**config.mk**
```make
export PLATFORM = sky130hd
export DESIGN_NAME = ctrl_pipeline
export DESIGN_NICKNAME = d
export VERILOG_FILES = /design/src/rtl/ctrl_pipeline.sv
export SDC_FILE = /design/constraint.sdc
export NUM_CORES = 1
export LEC_CHECK = 0
export CORE_MARGIN = 4
export CORE_UTILIZATION = 40
export CTS_BUF_LIST = sky130_fd_sc_hd__clkbuf_8
export CTS_CLUSTER_SIZE = 24
export DETAILED_ROUTE_END_ITERATION = 10
export GPL_TIMING_DRIVEN = 0
export MAX_ROUTING_LAYER = met4
export PLACE_DENSITY = 0.81
export REMOVE_ABC_BUFFERS = 1
export SYNTH_ARGS = -nofsm -noshare
export SYNTH_HDL_FRONTEND = slang
export SYNTH_SLANG_ARGS = --single-unit
```
**constraint.sdc**
```tcl
create_clock -name clk -period 2.81 [get_ports clk]
set_input_delay 0.562 -clock clk [delete_from_list [all_inputs] [get_ports clk]]
set_output_delay 0.562 -clock clk [all_outputs]
set_load 0.005 [all_outputs]
```
**src/rtl/ctrl_pipeline.sv**
```systemverilog
// LC-3b control decode carried through EX/MEM/WB with stall, flush, load-use and LDI/STI sequencing.
// Optional saturating performance counters are built when CTRL_PERF_CNT_EN is defined.
module ctrl_pipeline #(
  parameter int INSTR_W        = 16,
  parameter int REG_IDX_W      = 3,
  parameter int LOAD_USE_CHECK = 1
) (
  input  logic        clk,
  input  logic        rst,
  input  logic        id_valid,
  input  logic [INSTR_W-1:0] id_ir,
  output logic        id_ready,
  input  logic        flush,
  input  logic        mem_resp,
  output logic [16:0] ex_ctrl,
  output logic [16:0] mem_ctrl,
  output logic [16:0] wb_ctrl,
  output logic        ex_valid,
  output logic        mem_valid,
  output logic        wb_valid,
  output logic        mem_indirect_phase,
  output logic        illegal,
  output logic [15:0] perf_stall,
  output logic [15:0] perf_bubble,
  output logic [15:0] perf_flush
);

  localparam int CW = 17;

  localparam int B_STM   = 0;
  localparam int B_AMUX  = 1;
  localparam int B_ALUOP = 3;
  localparam int B_MRD   = 6;
  localparam int B_MWR   = 7;
  localparam int B_MBYTE = 8;
  localparam int B_MIND  = 9;
  localparam int B_RSEL  = 10;
  localparam int B_CC    = 11;
  localparam int B_DMUX  = 12;
  localparam int B_LDREG = 13;
  localparam int B_BR    = 14;
  localparam int B_JMP   = 15;
  localparam int B_PC2R  = 16;

  localparam logic [2:0] AL_ADD  = 3'd0;
  localparam logic [2:0] AL_AND  = 3'd1;
  localparam logic [2:0] AL_NOT  = 3'd2;
  localparam logic [2:0] AL_PASS = 3'd3;
  localparam logic [2:0] AL_SLL  = 3'd4;
  localparam logic [2:0] AL_SRL  = 3'd5;
  localparam logic [2:0] AL_SRA  = 3'd6;

  localparam logic [3:0] OP_BR   = 4'h0;
  localparam logic [3:0] OP_ADD  = 4'h1;
  localparam logic [3:0] OP_LDB  = 4'h2;
  localparam logic [3:0] OP_STB  = 4'h3;
  localparam logic [3:0] OP_JSR  = 4'h4;
  localparam logic [3:0] OP_AND  = 4'h5;
  localparam logic [3:0] OP_LDR  = 4'h6;
  localparam logic [3:0] OP_STR  = 4'h7;
  localparam logic [3:0] OP_RTI  = 4'h8;
  localparam logic [3:0] OP_NOT  = 4'h9;
  localparam logic [3:0] OP_LDI  = 4'hA;
  localparam logic [3:0] OP_STI  = 4'hB;
  localparam logic [3:0] OP_JMP  = 4'hC;
  localparam logic [3:0] OP_SHF  = 4'hD;
  localparam logic [3:0] OP_LEA  = 4'hE;
  localparam logic [3:0] OP_TRAP = 4'hF;

  typedef enum logic [1:0] {
    M_IDLE,
    M_IND,
    M_FINAL
  } mstate_t;

  logic [3:0] op;
  logic [REG_IDX_W-1:0] id_dr, id_sr1, id_sr2;
  logic unused_ir;

  assign op        = id_ir[INSTR_W-1 -: 4];
  assign id_dr     = id_ir[9 +: REG_IDX_W];
  assign id_sr1    = id_ir[6 +: REG_IDX_W];
  assign id_sr2    = id_ir[0 +: REG_IDX_W];
  assign unused_ir = ^id_ir;

  logic [CW-1:0] dec_ctrl;
  logic dec_rti, use_sr1, use_sr2, use_sd;

  logic [CW-1:0] ex_ctrl_q, ex_ctrl_d;
  logic [CW-1:0] mem_ctrl_q, wb_ctrl_q;
  logic [REG_IDX_W-1:0] ex_dest_q, ex_dest_d;
  logic ex_valid_q, ex_valid_d;
  logic mem_valid_q, wb_valid_q;
  logic illegal_q, illegal_d;
  mstate_t mst_q;
  logic phase_q;

  logic src_hit, load_use, take;
  logic mem_op, mem_final, mem_busy;

  // Opcode decode into a control word plus the register sources it reads
  always_comb begin
    dec_ctrl = '0;
    dec_rti  = 1'b0;
    use_sr1  = 1'b0;
    use_sr2  = 1'b0;
    use_sd   = 1'b0;
    unique case (op)
      OP_ADD, OP_AND, OP_NOT: begin
        if (op == OP_ADD) dec_ctrl[B_ALUOP +: 3] = AL_ADD;
        else if (op == OP_AND) dec_ctrl[B_ALUOP +: 3] = AL_AND;
        else dec_ctrl[B_ALUOP +: 3] = AL_NOT;
        if (id_ir[5]) dec_ctrl[B_AMUX +: 2] = 2'b10;
        dec_ctrl[B_CC]    = 1'b1;
        dec_ctrl[B_LDREG] = 1'b1;
        use_sr1 = 1'b1;
        use_sr2 = (op != OP_NOT) && !id_ir[5];
      end
      OP_SHF: begin
        unique case (id_ir[5:4])
          2'b01:   dec_ctrl[B_ALUOP +: 3] = AL_SRL;
          2'b11:   dec_ctrl[B_ALUOP +: 3] = AL_SRA;
          default: dec_ctrl[B_ALUOP +: 3] = AL_SLL;
        endcase
        dec_ctrl[B_AMUX +: 2] = 2'b11;
        dec_ctrl[B_CC]    = 1'b1;
        dec_ctrl[B_LDREG] = 1'b1;
        use_sr1 = 1'b1;
      end
      OP_LDR, OP_LDB, OP_LDI: begin
        dec_ctrl[B_AMUX +: 2] = 2'b01;
        dec_ctrl[B_MRD]   = 1'b1;
        dec_ctrl[B_MBYTE] = (op == OP_LDB);
        dec_ctrl[B_MIND]  = (op == OP_LDI);
        dec_ctrl[B_RSEL]  = 1'b1;
        dec_ctrl[B_CC]    = 1'b1;
        dec_ctrl[B_LDREG] = 1'b1;
        use_sr1 = (op != OP_LDI);
      end
      OP_STR, OP_STB, OP_STI: begin
        dec_ctrl[B_STM]   = 1'b1;
        dec_ctrl[B_AMUX +: 2] = 2'b01;
        dec_ctrl[B_MWR]   = 1'b1;
        dec_ctrl[B_MBYTE] = (op == OP_STB);
        dec_ctrl[B_MIND]  = (op == OP_STI);
        use_sr1 = (op != OP_STI);
        use_sd  = 1'b1;
      end
      OP_LEA: begin
        dec_ctrl[B_ALUOP +: 3] = AL_PASS;
        dec_ctrl[B_CC]    = 1'b1;
        dec_ctrl[B_LDREG] = 1'b1;
      end
      OP_BR: dec_ctrl[B_BR] = 1'b1;
      OP_JMP: begin
        dec_ctrl[B_JMP] = 1'b1;
        use_sr1 = 1'b1;
      end
      OP_JSR, OP_TRAP: begin
        dec_ctrl[B_JMP]   = 1'b1;
        dec_ctrl[B_PC2R]  = 1'b1;
        dec_ctrl[B_DMUX]  = 1'b1;
        dec_ctrl[B_LDREG] = 1'b1;
      end
      OP_RTI: dec_rti = 1'b1;
    endcase
  end

  assign src_hit = (use_sr1 && id_sr1 == ex_dest_q)
                || (use_sr2 && id_sr2 == ex_dest_q)
                || (use_sd  && id_dr  == ex_dest_q);

  assign load_use = (LOAD_USE_CHECK != 0) && id_valid
                 && ex_valid_q && ex_ctrl_q[B_MRD] && src_hit;

  assign mem_op    = mem_valid_q && (mem_ctrl_q[B_MRD] || mem_ctrl_q[B_MWR]);
  assign mem_final = (mst_q == M_FINAL)
                  || (mst_q == M_IDLE && !mem_ctrl_q[B_MIND]);
  assign mem_busy  = mem_op && !(mem_final && mem_resp);

  assign id_ready  = id_valid && !flush && !mem_busy && !load_use;
  assign take      = id_ready && !dec_rti;
  assign illegal_d = id_ready && dec_rti;

  // EX next state: flush kills, stall holds, otherwise accept or bubble
  always_comb begin
    ex_valid_d = ex_valid_q;
    ex_ctrl_d  = ex_ctrl_q;
    ex_dest_d  = ex_dest_q;
    if (flush) begin
      ex_valid_d = 1'b0;
      ex_ctrl_d  = '0;
      ex_dest_d  = '0;
    end else if (!mem_busy) begin
      ex_valid_d = take;
      ex_ctrl_d  = take ? dec_ctrl : '0;
      ex_dest_d  = take ? id_dr : '0;
    end
  end

  // EX stage register
  always_ff @(posedge clk) begin
    if (rst) begin
      ex_valid_q <= 1'b0;
      ex_ctrl_q  <= '0;
      ex_dest_q  <= '0;
    end else begin
      ex_valid_q <= ex_valid_d;
      ex_ctrl_q  <= ex_ctrl_d;
      ex_dest_q  <= ex_dest_d;
    end
  end

  // MEM holds while busy and WB takes a bubble; otherwise shift forward
  always_ff @(posedge clk) begin
    if (rst) begin
      mem_valid_q <= 1'b0;
      mem_ctrl_q  <= '0;
      wb_valid_q  <= 1'b0;
      wb_ctrl_q   <= '0;
    end else if (mem_busy) begin
      wb_valid_q  <= 1'b0;
      wb_ctrl_q   <= '0;
    end else begin
      mem_valid_q <= ex_valid_q;
      mem_ctrl_q  <= ex_ctrl_q;
      wb_valid_q  <= mem_valid_q;
      wb_ctrl_q   <= mem_ctrl_q;
    end
  end

  // One-cycle pulse when an RTI is consumed and dropped at ID
  always_ff @(posedge clk) begin
    if (rst) illegal_q <= 1'b0;
    else     illegal_q <= illegal_d;
  end

  // Indirect access sequencer: pointer read, then the real access
  always_ff @(posedge clk) begin
    if (rst) begin
      mst_q   <= M_IDLE;
      phase_q <= 1'b0;
    end else if (!mem_busy) begin
      if (ex_ctrl_q[B_MIND]) begin
        mst_q   <= M_IND;
        phase_q <= 1'b1;
      end else begin
        mst_q   <= M_IDLE;
        phase_q <= 1'b0;
      end
    end else if (mst_q == M_IND && mem_resp) begin
      mst_q   <= M_FINAL;
      phase_q <= 1'b0;
    end
  end

  assign ex_ctrl            = ex_ctrl_q;
  assign mem_ctrl           = mem_ctrl_q;
  assign wb_ctrl            = wb_ctrl_q;
  assign ex_valid           = ex_valid_q;
  assign mem_valid          = mem_valid_q;
  assign wb_valid           = wb_valid_q;
  assign mem_indirect_phase = phase_q;
  assign illegal            = illegal_q;

`ifdef CTRL_PERF_CNT_EN
  logic [15:0] stall_cnt_q, bubble_cnt_q, flush_cnt_q;
  logic bubble_ins;

  assign bubble_ins = load_use && !flush && !mem_busy;

  // Saturating event counters
  always_ff @(posedge clk) begin
    if (rst) begin
      stall_cnt_q  <= '0;
      bubble_cnt_q <= '0;
      flush_cnt_q  <= '0;
    end else begin
      if (mem_busy && stall_cnt_q != 16'hFFFF)
        stall_cnt_q <= stall_cnt_q + 16'd1;
      if (bubble_ins && bubble_cnt_q != 16'hFFFF)
        bubble_cnt_q <= bubble_cnt_q + 16'd1;
      if (flush && flush_cnt_q != 16'hFFFF)
        flush_cnt_q <= flush_cnt_q + 16'd1;
    end
  end

  assign perf_stall  = stall_cnt_q;
  assign perf_bubble = bubble_cnt_q;
  assign perf_flush  = flush_cnt_q;
`else
  assign perf_stall  = '0;
  assign perf_bubble = '0;
  assign perf_flush  = '0;
`endif

endmodule

```
==> run summary, run 1 <==
Vias in the first global route: 1838
CP Data Required Time: 2.25 ns
Hold crit path type: flip-flop to flip-flop
Hold Vio Cnt, Final: 0
Critical path type: input port to output pin
Area of the core: 5680 um2
Avg Cell Area, Syn: 8.65 um2
Drt pass-1 iters: 5
Crit end category: output pin
Via Count: 1896
Max-cap violations: 0
Yosys top cell area share: 0.425
H-tree depth: 2
Num ports: 126
Tmin final: 2.64 ns
Die area: 7310 um2
Seq. cell area: 1020 um2
Initial Utilization: 0.424
Cells after DPL: 403
Fin Setup TNS: 0 ns
CTS tree: done
Sw Ratio: 0.237
Critical path peak fanout: 3
Post-synthesis sequential area ratio: 0.425
RSZ-0062 raised after global routing: no
Ys Warns: 0
Final setup margin: 0.171 ns
First-pass GRT wire length: 8.91 mm
Critical path arrival: 2.08 ns
Initial antenna violation count: 0
Clock Tree Buf Depth: 2
Post-Synthesis Cells: 278
P_int: 1.02 mW
Clk slew on worst S/H paths: 0.08 ns
Fin crit share: 0.939
Cell Area, Synth: 2400 um2
Clk network pwr share: 0.343
Fin nets: 361
Detailed-route wire length: 5.48 mm
Number of synthesized flops with an enable pin: 0
Flop pwr share: 0.554
Die Height: 85.5 um
F_max: 379 MHz
PnR Total Power: 1.33 mW
Layout cells sized above 1: 0.0792
CP Launch Type: input port
Multi-input gate area: 1110 um2
Power share of the combinational group: 0.103
Non-filler cells, final: 413
I/O Buffers: 76
Yosys top cell by area: dfxtp_1
Drc violations: 0
NetSw: 0.316 mW
Layout area overhead: 29.3%
Rows: 27
Synth area leaders: dfxtp_1 42%, buf_4 18%, nand2_1 5.6%
Synth Register Bits: 51
Worst Hold Slack: 0.465 ns
Static leakage: 1.21 nW
Status: completed
Slew @ Worst Pin: 0.978 ns
Pre-CTS setup slack: -0.516 ns
Global route overflow: 0
Number of fill cells: 559
DP Wirelength: 4.05 mm
Maximum VDD drop: 0.227 mV
Skew final: 0.00700 ns
GPL Wtd Cong: 0.840
Final Max Tran Viols: 0
CTS root buf: clkbuf_8
Slew headroom: 0.346
Initial DRC Count: 98
Async S/R FF share, synth: 0
Clock Sinks: 51
Largest net degree at the start of global routing: 36
Die W: 85.5 um
Ys flop type: dfxtp_1
Post-synthesis cell type count: 37
Critical path cell sequence: clkdlybuf4s50_1, and3_4, nand3_1, o211a_4, nand2_2, nor2_1, dlygate4sd2_1
Crit-path max cell delay: 0.54 ns
Total GRT Usage: 0.154
Critical-path top delay cell: clkdlybuf4s50_1
Antenna-violating nets left: 0
Ant. Diodes: 0
Via density: 4.59
CTS buffer count: 5
Routed WL per cell: 13.3 um
Worst skew pair latency: 0.30 ns
Setup-failing EPs final: 0
Power per cell area: 429 nW/um2
-- path summary, 6_finish.rpt --
path / start / to / slack, ns / cells past startpoint
worst max-delay path: id_valid / id_ready / 0.17 / 7
worst min-delay path: mem_ctrl[1] / mem_ctrl[1] / 0.46 / 2
worst max register to register: mem_ctrl[7] / wb_ctrl[10] / 0.55 / 4
worst min register to register: mem_ctrl[1] / mem_ctrl[1] / 0.46 / 2
-- cells in the final DEF (no fill, tap or decap), types with 2 or more instances in the layout --
master           count
buf_4                2
nor2_1              24
clkbuf_8             7
a32oi_1              6
nand2_1             34
clkdlybuf4s15_2      3
xor2_1               8
a32o_1               3
dfxtp_1             51
conb_1              48
a21oi_1             20
dlygate4sd2_1        4
inv_1                2
xnor2_1              2
nand3_1              3
a21o_1               2
nand2_2              2
and2_1              15
clkdlybuf4s50_1     69
and3_4               2
a22oi_1              7
nand2b_1             4
nor3_1               3
o21ai_0              2
-- logic make-up after synthesis --
family / count (synthesis) / share of synthesized area
AO/OA/AOI/OAI: 48 / 0.141
buffers and inverters: 72 / 0.206
multiplexers: 1 / 0.00416
other: 1 / 0.00156
flip-flops: 51 / 0.425
XOR/XNOR: 10 / 0.0364
AND/OR/NAND/NOR: 95 / 0.186
-- layer usage --
layer  up-vias  routed length (um)  global-route usage  part of all wire
li1        942                   -                   -                 -
met1       853                2340               0.188              0.43
met2        93                2640               0.254              0.48
met3         8                 413              0.0365             0.075
met4         0                  86              0.0460             0.016
met5         -                   0                   -                 0
-- state kept, by name, summed over array words and instances (netlist names) --
signal     cells
mem_valid      1
mem_ctrl      14
ex_valid       1
wb_ctrl       14
ex_ctrl       14
illegal        1
ex_dest_q      3
wb_valid       1
mst_q          2
-- per-stage QoR --
step                 util  area [um2]
floorplan               -        2090
CTS                 0.548        3110
global placement    0.519        2940
detailed placement  0.521        2960
finish              0.548        3110
global route        0.548        3110
-- power groups by stage --
stage	clock network (mW)	logic, mW	registers (mW)
final	0.458	0.137	0.738
after global routing	0.502	0.153	0.740
after CTS	0.474	0.135	0.738
after detailed placement	0	0.133	0.755
after global placement	0	0.130	0.755
after floorplan	0	0.0612	0.755
-- critical path, delay by kind of cell --
family,cells,cell delay [ns]
AOI/OAI and AO/OA,1,0.27
buffers and inverters,2,0.79
and+or+nand+nor,4,0.45
-- what timing repair did --
action | 4_1_cts | 5_1_grt
buffers inserted | 2 | 0
setup endpoints to repair | 1 | 0
hold buffers | 0 | 0
hold endpoints to repair | 0 | 0
gates resized for setup | 21 | 0
-- cells in the mapped netlist (2+ instances only) --
| cell type | number |
|---|---|
| buf_4 | 58 |
| dfxtp_1 | 51 |
| nand2_1 | 36 |
| nor2_1 | 24 |
| a21oi_1 | 20 |
| and2_1 | 15 |
| clkbuf_1 | 11 |
| xor2_1 | 8 |
| a22oi_1 | 7 |
| a32oi_1 | 6 |
| nand2b_1 | 5 |
| a32o_1 | 3 |
| nand3_1 | 3 |
| nor3_1 | 3 |
| a21o_1 | 2 |
| and3_2 | 2 |
| inv_1 | 2 |
| o21ai_0 | 2 |
| xnor2_1 | 2 |
-- cell type report --
type | instances | area share
multi-input combinational | 202 | 0.357
sequential | 51 | 0.329
timing repair buffer | 78 | 0.249
clock buffer | 7 | 0.0310
tap | 72 | 0.0290
clock inverter | 1 | 0.00242
inverter | 2 | 0.00242
No activity file was read; power rests on OpenSTA's default activity.
==> run 2, diff against run 1 <==
- HOLD_SLACK_MARGIN: default -> 0.03
==> results of run 2 <==
Final layout, timing and power as in run 1 (identical DEF).
